--- config.mk ---
export PLATFORM = sky130hd
export DESIGN_NAME = alu_sequencer
export DESIGN_NICKNAME = d
export VERILOG_FILES = /design/src/rtl/alu_seq_pkg.sv /design/src/rtl/mul_div_iter.sv /design/src/rtl/sm_alu.sv /design/src/rtl/alu_sequencer.sv
export SDC_FILE = /design/constraint.sdc
export NUM_CORES = 1
export LEC_CHECK = 0
export CORE_MARGIN = 3
export CORE_UTILIZATION = 59
export CTS_CLUSTER_SIZE = 40
export DETAILED_ROUTE_END_ITERATION = 8
export HOLD_SLACK_MARGIN = 0.12
export PLACE_DENSITY_LB_ADDON = 0.1
export SETUP_SLACK_MARGIN = 0.3
export SYNTH_ARGS = -nofsm -noshare
export SYNTH_HDL_FRONTEND = slang
export SYNTH_SLANG_ARGS = --single-unit
--- constraint.sdc ---
create_clock -name clk -period 3.65 [get_ports clk]
set_input_delay 0.73 -clock clk [delete_from_list [all_inputs] [get_ports clk]]
set_output_delay 0.73 -clock clk [all_outputs]
set_load 0.05 [all_outputs]
--- src/rtl/alu_seq_pkg.sv ---
// Shared opcode, state and flag-index definitions for the ALU sequencer.
package alu_seq_pkg;

   typedef enum logic [2:0] {
      OP_ADD = 3'b000,
      OP_SUB = 3'b001,
      OP_MUL = 3'b010,
      OP_DIV = 3'b011,
      OP_SHL = 3'b100,
      OP_SHR = 3'b101
   } alu_op_t;

   typedef enum logic [1:0] {
      IDLE,
      EXEC,
      ITER,
      DONE
   } seq_state_t;

   localparam int FLAG_Z = 3;
   localparam int FLAG_O = 2;
   localparam int FLAG_C = 1;
   localparam int FLAG_N = 0;

endpackage

--- src/rtl/mul_div_iter.sv ---
// Magnitude datapath: shift-add multiply or restoring divide, one bit per cycle for M cycles.
module mul_div_iter #(
   parameter int N = 6
) (
   input  logic         clk,
   input  logic         rst,
   input  logic         start_i,
   input  logic         div_i,
   input  logic [N-2:0] a_i,
   input  logic [N-2:0] b_i,
   output logic [N-2:0] mag_o,
   output logic         ovf_o,
   output logic         done_o
);
   localparam int M  = N - 1;
   localparam int CW = $clog2(N);

   logic            div_q, busy_q, done_q;
   logic [CW-1:0]   cnt_q;
   logic [M-1:0]    opa_q, opb_q, quo_q, rem_q, rem_next;
   logic [2*M-1:0]  prod_q;
   logic [M:0]      add_s, shift_s;
   logic            ge;

   assign add_s    = {1'b0, prod_q[2*M-1:M]} + (prod_q[0] ? {1'b0, opa_q} : '0);
   assign shift_s  = {rem_q, quo_q[M-1]};
   assign ge       = shift_s >= {1'b0, opb_q};
   assign rem_next = ge ? (shift_s[M-1:0] - opb_q) : shift_s[M-1:0];

   // NOTE: sequential state uses non-blocking assignments so all registers update together.
   always_ff @(posedge clk or posedge rst) begin
      if (rst) begin
         div_q  <= 1'b0;
         busy_q <= 1'b0;
         done_q <= 1'b0;
         cnt_q  <= '0;
         opa_q  <= '0;
         opb_q  <= '0;
         quo_q  <= '0;
         rem_q  <= '0;
         prod_q <= '0;
      end else if (start_i) begin
         div_q  <= div_i;
         opa_q  <= a_i;
         opb_q  <= b_i;
         prod_q <= {{M{1'b0}}, b_i};
         quo_q  <= a_i;
         rem_q  <= '0;
         cnt_q  <= '0;
         busy_q <= 1'b1;
         done_q <= 1'b0;
      end else if (busy_q) begin
         if (div_q) begin
            rem_q <= rem_next;
            quo_q <= {quo_q[M-2:0], ge};
         end else begin
            prod_q <= {add_s, prod_q[M-1:1]};
         end
         cnt_q <= cnt_q + CW'(1);
         if (cnt_q == CW'(M - 1)) begin
            busy_q <= 1'b0;
            done_q <= 1'b1;
         end
      end
   end

   assign mag_o  = div_q ? quo_q : prod_q[M-1:0];
   assign ovf_o  = !div_q && (|prod_q[2*M-1:M]);
   assign done_o = done_q;

endmodule

--- src/rtl/sm_alu.sv ---
// Single-pass sign-magnitude ALU: add, sub, shift left/right by one, with Z/O/C/N.
module sm_alu #(
   parameter int N = 6
) (
   input  logic [2:0]   sel_i,
   input  logic [N-1:0] a_i,
   input  logic [N-1:0] b_i,
   output logic [N-1:0] out_o,
   output logic         z_o,
   output logic         o_o,
   output logic         c_o,
   output logic         n_o
);
   import alu_seq_pkg::*;

   localparam int M = N - 1;

   logic         sa, sb, sgn;
   logic [M-1:0] ma, mb, mag;
   logic [M:0]   sum;

   always_comb begin
      // NOTE: every output gets a default first, so no path can infer a latch.
      mag = '0;
      sgn = 1'b0;
      sum = '0;
      o_o = 1'b0;
      c_o = 1'b0;
      sa  = a_i[N-1];
      ma  = a_i[M-1:0];
      mb  = b_i[M-1:0];
      sb  = (sel_i == OP_SUB) ? ~b_i[N-1] : b_i[N-1];
      case (sel_i)
         OP_ADD, OP_SUB: begin
            if (sa == sb) begin
               sum = {1'b0, ma} + {1'b0, mb};
               mag = sum[M-1:0];
               sgn = sa;
               c_o = sum[M];
               o_o = sum[M];
            end else if (ma >= mb) begin
               mag = ma - mb;
               sgn = sa;
            end else begin
               mag = mb - ma;
               sgn = sb;
            end
         end
         OP_SHL: begin
            mag = {ma[M-2:0], 1'b0};
            sgn = sa;
         end
         OP_SHR: begin
            mag = {1'b0, ma[M-1:1]};
            sgn = sa;
         end
         default: ;
      endcase
      // A zero magnitude is always reported positive.
      n_o   = sgn & (mag != '0);
      z_o   = (mag == '0);
      out_o = {n_o, mag};
   end

endmodule

--- src/rtl/alu_sequencer.sv ---
// Request/response front end: latches one op, runs it through the ALU or the
// mul/div iterator, and holds result and flags until the consumer takes them.
module alu_sequencer #(
   parameter int N = 6
) (
   input  logic         clk,
   input  logic         rst,
   input  logic         req_valid,
   output logic         req_ready,
   input  logic [2:0]   op,
   input  logic [N-1:0] a,
   input  logic [N-1:0] b,
   output logic         rsp_valid,
   input  logic         rsp_ready,
   output logic [N-1:0] result,
   output logic [3:0]   flags,
   output logic         err
);
   import alu_seq_pkg::*;

   localparam int M = N - 1;

   seq_state_t   state_q;
   logic [2:0]   op_q;
   logic [N-1:0] a_q, b_q, result_q;
   logic [3:0]   flags_q;
   logic         err_q, rsp_valid_q;

   logic         accept, to_iter;
   logic [N-1:0] alu_out, exec_result_d, iter_result_d;
   logic         alu_z, alu_o, alu_c, alu_n;
   logic [3:0]   exec_flags_d, iter_flags_d;
   logic         exec_err_d, iter_sign;
   logic [M-1:0] iter_mag;
   logic         iter_ovf, iter_done;

   assign req_ready = (state_q == IDLE) && !rst;
   assign accept    = req_valid && req_ready;
   assign to_iter   = (op == OP_MUL) || ((op == OP_DIV) && (b[M-1:0] != '0));

   sm_alu #(.N(N)) u_alu (
      .sel_i (op_q),
      .a_i   (a_q),
      .b_i   (b_q),
      .out_o (alu_out),
      .z_o   (alu_z),
      .o_o   (alu_o),
      .c_o   (alu_c),
      .n_o   (alu_n)
   );

   // The iterator loads straight from the request inputs on the acceptance edge.
   mul_div_iter #(.N(N)) u_iter (
      .clk     (clk),
      .rst     (rst),
      .start_i (accept && to_iter),
      .div_i   (op == OP_DIV),
      .a_i     (a[M-1:0]),
      .b_i     (b[M-1:0]),
      .mag_o   (iter_mag),
      .ovf_o   (iter_ovf),
      .done_o  (iter_done)
   );

   always_comb begin
      exec_result_d = alu_out;
      exec_flags_d  = {alu_z, alu_o, alu_c, alu_n};
      exec_err_d    = 1'b0;
      if (op_q[2:1] == 2'b11) begin
         exec_result_d         = '0;
         exec_flags_d          = '0;
         exec_flags_d[FLAG_Z]  = 1'b1;
         exec_err_d            = 1'b1;
      end else if (op_q == OP_DIV) begin
         exec_result_d         = '0;
         exec_flags_d          = '0;
         exec_flags_d[FLAG_Z]  = 1'b1;
         exec_flags_d[FLAG_O]  = 1'b1;
         exec_err_d            = 1'b1;
      end
   end

   always_comb begin
      iter_sign            = (a_q[N-1] ^ b_q[N-1]) && (iter_mag != '0);
      iter_result_d        = {iter_sign, iter_mag};
      iter_flags_d         = '0;
      iter_flags_d[FLAG_Z] = (iter_mag == '0);
      iter_flags_d[FLAG_O] = iter_ovf;
      iter_flags_d[FLAG_N] = iter_sign;
   end

   always_ff @(posedge clk or posedge rst) begin
      if (rst) begin
         state_q     <= IDLE;
         op_q        <= '0;
         a_q         <= '0;
         b_q         <= '0;
         result_q    <= '0;
         flags_q     <= '0;
         err_q       <= 1'b0;
         rsp_valid_q <= 1'b0;
      end else begin
         case (state_q)
            IDLE: begin
               if (accept) begin
                  op_q    <= op;
                  a_q     <= a;
                  b_q     <= b;
                  state_q <= to_iter ? ITER : EXEC;
               end
            end
            EXEC: begin
               result_q <= exec_result_d;
               flags_q  <= exec_flags_d;
               err_q    <= exec_err_d;
               state_q  <= DONE;
            end
            ITER: begin
               if (iter_done) begin
                  result_q <= iter_result_d;
                  flags_q  <= iter_flags_d;
                  err_q    <= 1'b0;
                  state_q  <= DONE;
               end
            end
            DONE: begin
               // First DONE cycle raises rsp_valid; the handshake then returns to IDLE.
               if (!rsp_valid_q) begin
                  rsp_valid_q <= 1'b1;
               end else if (rsp_ready) begin
                  rsp_valid_q <= 1'b0;
                  state_q     <= IDLE;
               end
            end
            default: state_q <= IDLE;
         endcase
      end
   end

   assign rsp_valid = rsp_valid_q;
   assign result    = result_q;
   assign flags     = flags_q;
   assign err       = err_q;

endmodule
==> run summary <==
## Placed design
• count of buffers from port buffering: 31
• sum of net half-perimeters after detailed placement: 7010 um
• pre-CTS worst setup slack: 0.751 ns
• Routability Congestion: 0.838
• standard cell area after detailed placement: 0.00445 sq mm

## Global route
• vias in the first global route: 3,232
• global-route congestion overflow total: 0
• first-pass GRT wire length: 15,900 um
• maximum number of pins on one net before global-route repair: 39
• total routing resource utilization after global routing: 0.262
• number of antenna violations at the first check in global routing: 0

## Logic synthesis
• Post-synth top flop: dfrtp_1
• library cell with the largest summed area after synthesis: dfrtp_1
• post-synthesis register bit count: 64
• instance count of the mapped netlist: 467
• share of the yosys chip area belonging to registers: 0.391
• number of enable flip-flop cells after synthesis: 0
• nets in the synthesized netlist: 521
• Synth warnings: 0
• number of distinct library cells after synthesis: 51
• per-instance average area after synthesis: 8.77 sq um
• area fraction of the dominant cell type after synthesis: 0.391
• top area cells in the synthesized netlist: dfrtp_1 39%, ha_1 9.2%, nand2_1 7.5%
• asr flop ratio synth: 1.00
• Cell Area, Synth: 0.00409 sq mm

## Worst setup path
• origin of the worst setup path: rst
• Worst path slowest cell: clkdlybuf4s50_1
• delay of the slowest cell on the worst path: 0.83 ns
• type of destination of the critical path: primary output
• Critical Setup Path Class: primary input to primary output
• cells along the critical path: clkdlybuf4s50_1, nor2b_1, clkdlybuf4s50_1
• most used cell along the critical path: clkdlybuf4s50_1
• CP startpoint kind: primary input
• origin of the critical flop-to-flop path: op_q[0]
• WP data required: 2.92 ns
• Max Fanout on Critical Path: 3
• crit path DAT: 2.18 ns

## CTS
• number of buffers inserted for hold repair after clock tree synthesis: 0
• clock tree from TritonCTS: built
• CTS max path bufs: 2
• # Post-CTS Setup Buffers: 0
• count of instances resized after the clock tree is built: 0
• insertion delay of the later-clocked pin in the worst-skew pair: 0.35 ns
• Inserted Clock Buffers: 9
• H-tree depth reported by CTS: 3
• master cell of the clock root buffer: clkbuf_8
• sinks on the clock net: 64
• clock slew at reported path FFs: 0.07 ns

## STA
• RSZ-0062 raised after global routing: no
• number of hold violations in the final report: 0
• Final setup viols: 0
• max-slew headroom at the worst pin: 0.498
• Fin Setup TNS: 0 ns
• Worst Hold Slack: 0.463 ns
• Worst Max-Slew Pin Slew: 0.752 ns
• Highest Clock Rate: 344 MHz
• maximum clock skew at final layout: 0.00640 ns
• time the final worst path needs with I/O delays and setup: 2.91 ns
• Slew Limit Fails: 0
• setup slack after layout: 0.743 ns
• post-route fraction of the period consumed by the critical path: 0.797

## Final layout
• post-layout instance area: 0.00464 sq mm
• layout cell share with drive strength beyond 1: 0.0582
• diodes inserted: 0
• most used cells in the layout excluding fill and tap cells: 82 x nand2_1, 64 x dfrtp_1, 37 x o21ai_0
• Layout area overhead: 13.3%
• most common library cell in the layout ignoring fill and taps: nand2_1
• count of nets after finishing: 548

## Min path
• class of the most critical hold timing path: register to register
• worst hold start: err

## Die
• Row Count: 29
• Die Footprint: 0.00797 sq mm
• Die X-Extent: 89.3 um
• starting density of the core: 0.627
• CORE AREA: 0.00653 sq mm
• I/O Pins: 32
• y dimension of the die: 89.3 um

## Drt
• average vias per placed instance: 5.82
• drt initial violations: 246
• routed length per instance: 16.5 um
• wire length after detailed routing: 9480 um
• count of TritonRoute iterations in the first routing pass: 5
• total number of vias: 3,348
• residual DRC count: 0
• count of nets left with antenna violations after detail routing: 0

## Pwr
• reported leakage power: 0.00221 uW
• largest vdd supply drop: 0.664 mV
• Pwr per Cell Area: 1050 mW/mm^2

## Flow run
• number of maximum-capacitance constraint violations: 0

## Run status
• result of the run: finished clean

==> worst max-delay path: cells and delay by family <==
kind | cells | cell delay, ns
AND/OR/NAND/NOR | 1 | 0.18
buffers and inverters | 2 | 1.26
==> synth_stat cells, drive strengths merged (3+ instances only) <==
| cell type | number |
|---|---|
| and2 | 9 |
| xnor2 | 4 |
| or3b | 3 |
| a21oi | 30 |
| nand3 | 10 |
| a221o | 3 |
| xor2 | 5 |
| inv | 35 |
| clkbuf | 14 |
| dfrtp | 64 |
| nor2b | 9 |
| nor4 | 4 |
| ha | 30 |
| o21a | 3 |
| nand2 | 82 |
| a31oi | 4 |
| nor2 | 31 |
| mux2i | 18 |
| a211oi | 6 |
| nand2b | 5 |
| buf | 6 |
| o211ai | 3 |
| fa | 5 |
| o211a | 3 |
| o21ai | 37 |
| nand3b | 3 |
| a21o | 5 |
| nor3 | 7 |
| mux2 | 4 |
==> final timing paths <==
| kind | to | slack, ns | cells after the start |
|---|---|---|---|
| worst max-delay path | req_ready | 0.74 | 3 |
| worst min-delay path | err | 0.46 | 2 |
| worst max register to register | flags[0] | 0.77 | 7 |
| worst min register to register | err | 0.46 | 2 |
| max in group asynchronous | b_q[4] | 2.07 | 3 |
| min in group asynchronous | u_iter.cnt_q[2] | 0.87 | 2 |
==> layout make-up <==
class | count | area (sq um)
clock buffer | 9 | 124
multi-input combinational | 347 | 2270
tap | 77 | 96.3
clock inverter | 6 | 61.3
fill | 528 | 1890
inverter | 36 | 135
timing repair buffer | 36 | 348
sequential | 64 | 1600
==> sequential cells by signal, indices dropped and copies added, names as in the netlist <==
name and cells:
rsp_valid 1, result 5, b_q 6, u_iter.opb_q 5
err 1, u_iter.prod_q 10, u_iter.cnt_q 3, u_iter.div_q 1
u_iter.quo_q 5, state_q 2, a_q 6, u_iter.rem_q 5
u_iter.busy_q 1, u_iter.done_o 1, op_q 3, u_iter.opa_q 5
flags 4
==> per-layer routing <==
layer  vias to the layer above  routed length (um)  part of all wire  track usage
met2                        96                4250              0.45        0.401
met5                         -                   0                 0            0
met1                      1578                4560              0.48        0.382
li1                       1656                   -                 -            -
met4                         0                 193             0.020       0.0866
met3                        18                 477             0.050       0.0415
==> power by group <==
part	switching, uW	leakage (uW)	internal, uW
Sequential	379	0.000785	1040
Clock	286	0.0000948	309
Combinational	1640	0.00133	1190
==> through the flow <==
stage / power [uW] / util / instances
after detailed placement: 4220 / 0.682 / 560
after global routing: 5310 / 0.710 / 575
after global placement: 4140 / 0.682 / 560
final: 4850 / 0.710 / 575
after floorplan: 3520 / - / 467
after CTS: 4840 / 0.710 / 575
==> cells by family (layout without fill, tap and decap cells) <==
family                   after synthesis  in the layout  synth area share
multiplexers                          22             22            0.0550
flip-flops                            64             64             0.391
buffers and inverters                 56             87            0.0544
AND/OR/NAND/NOR                      169            169             0.189
XOR/XNOR                              10             10            0.0248
adder cells (fa/ha/maj)               35             35             0.116
AO/OA/AOI/OAI                        111            111             0.169
Note: power is estimated with default switching activity, not from simulation.
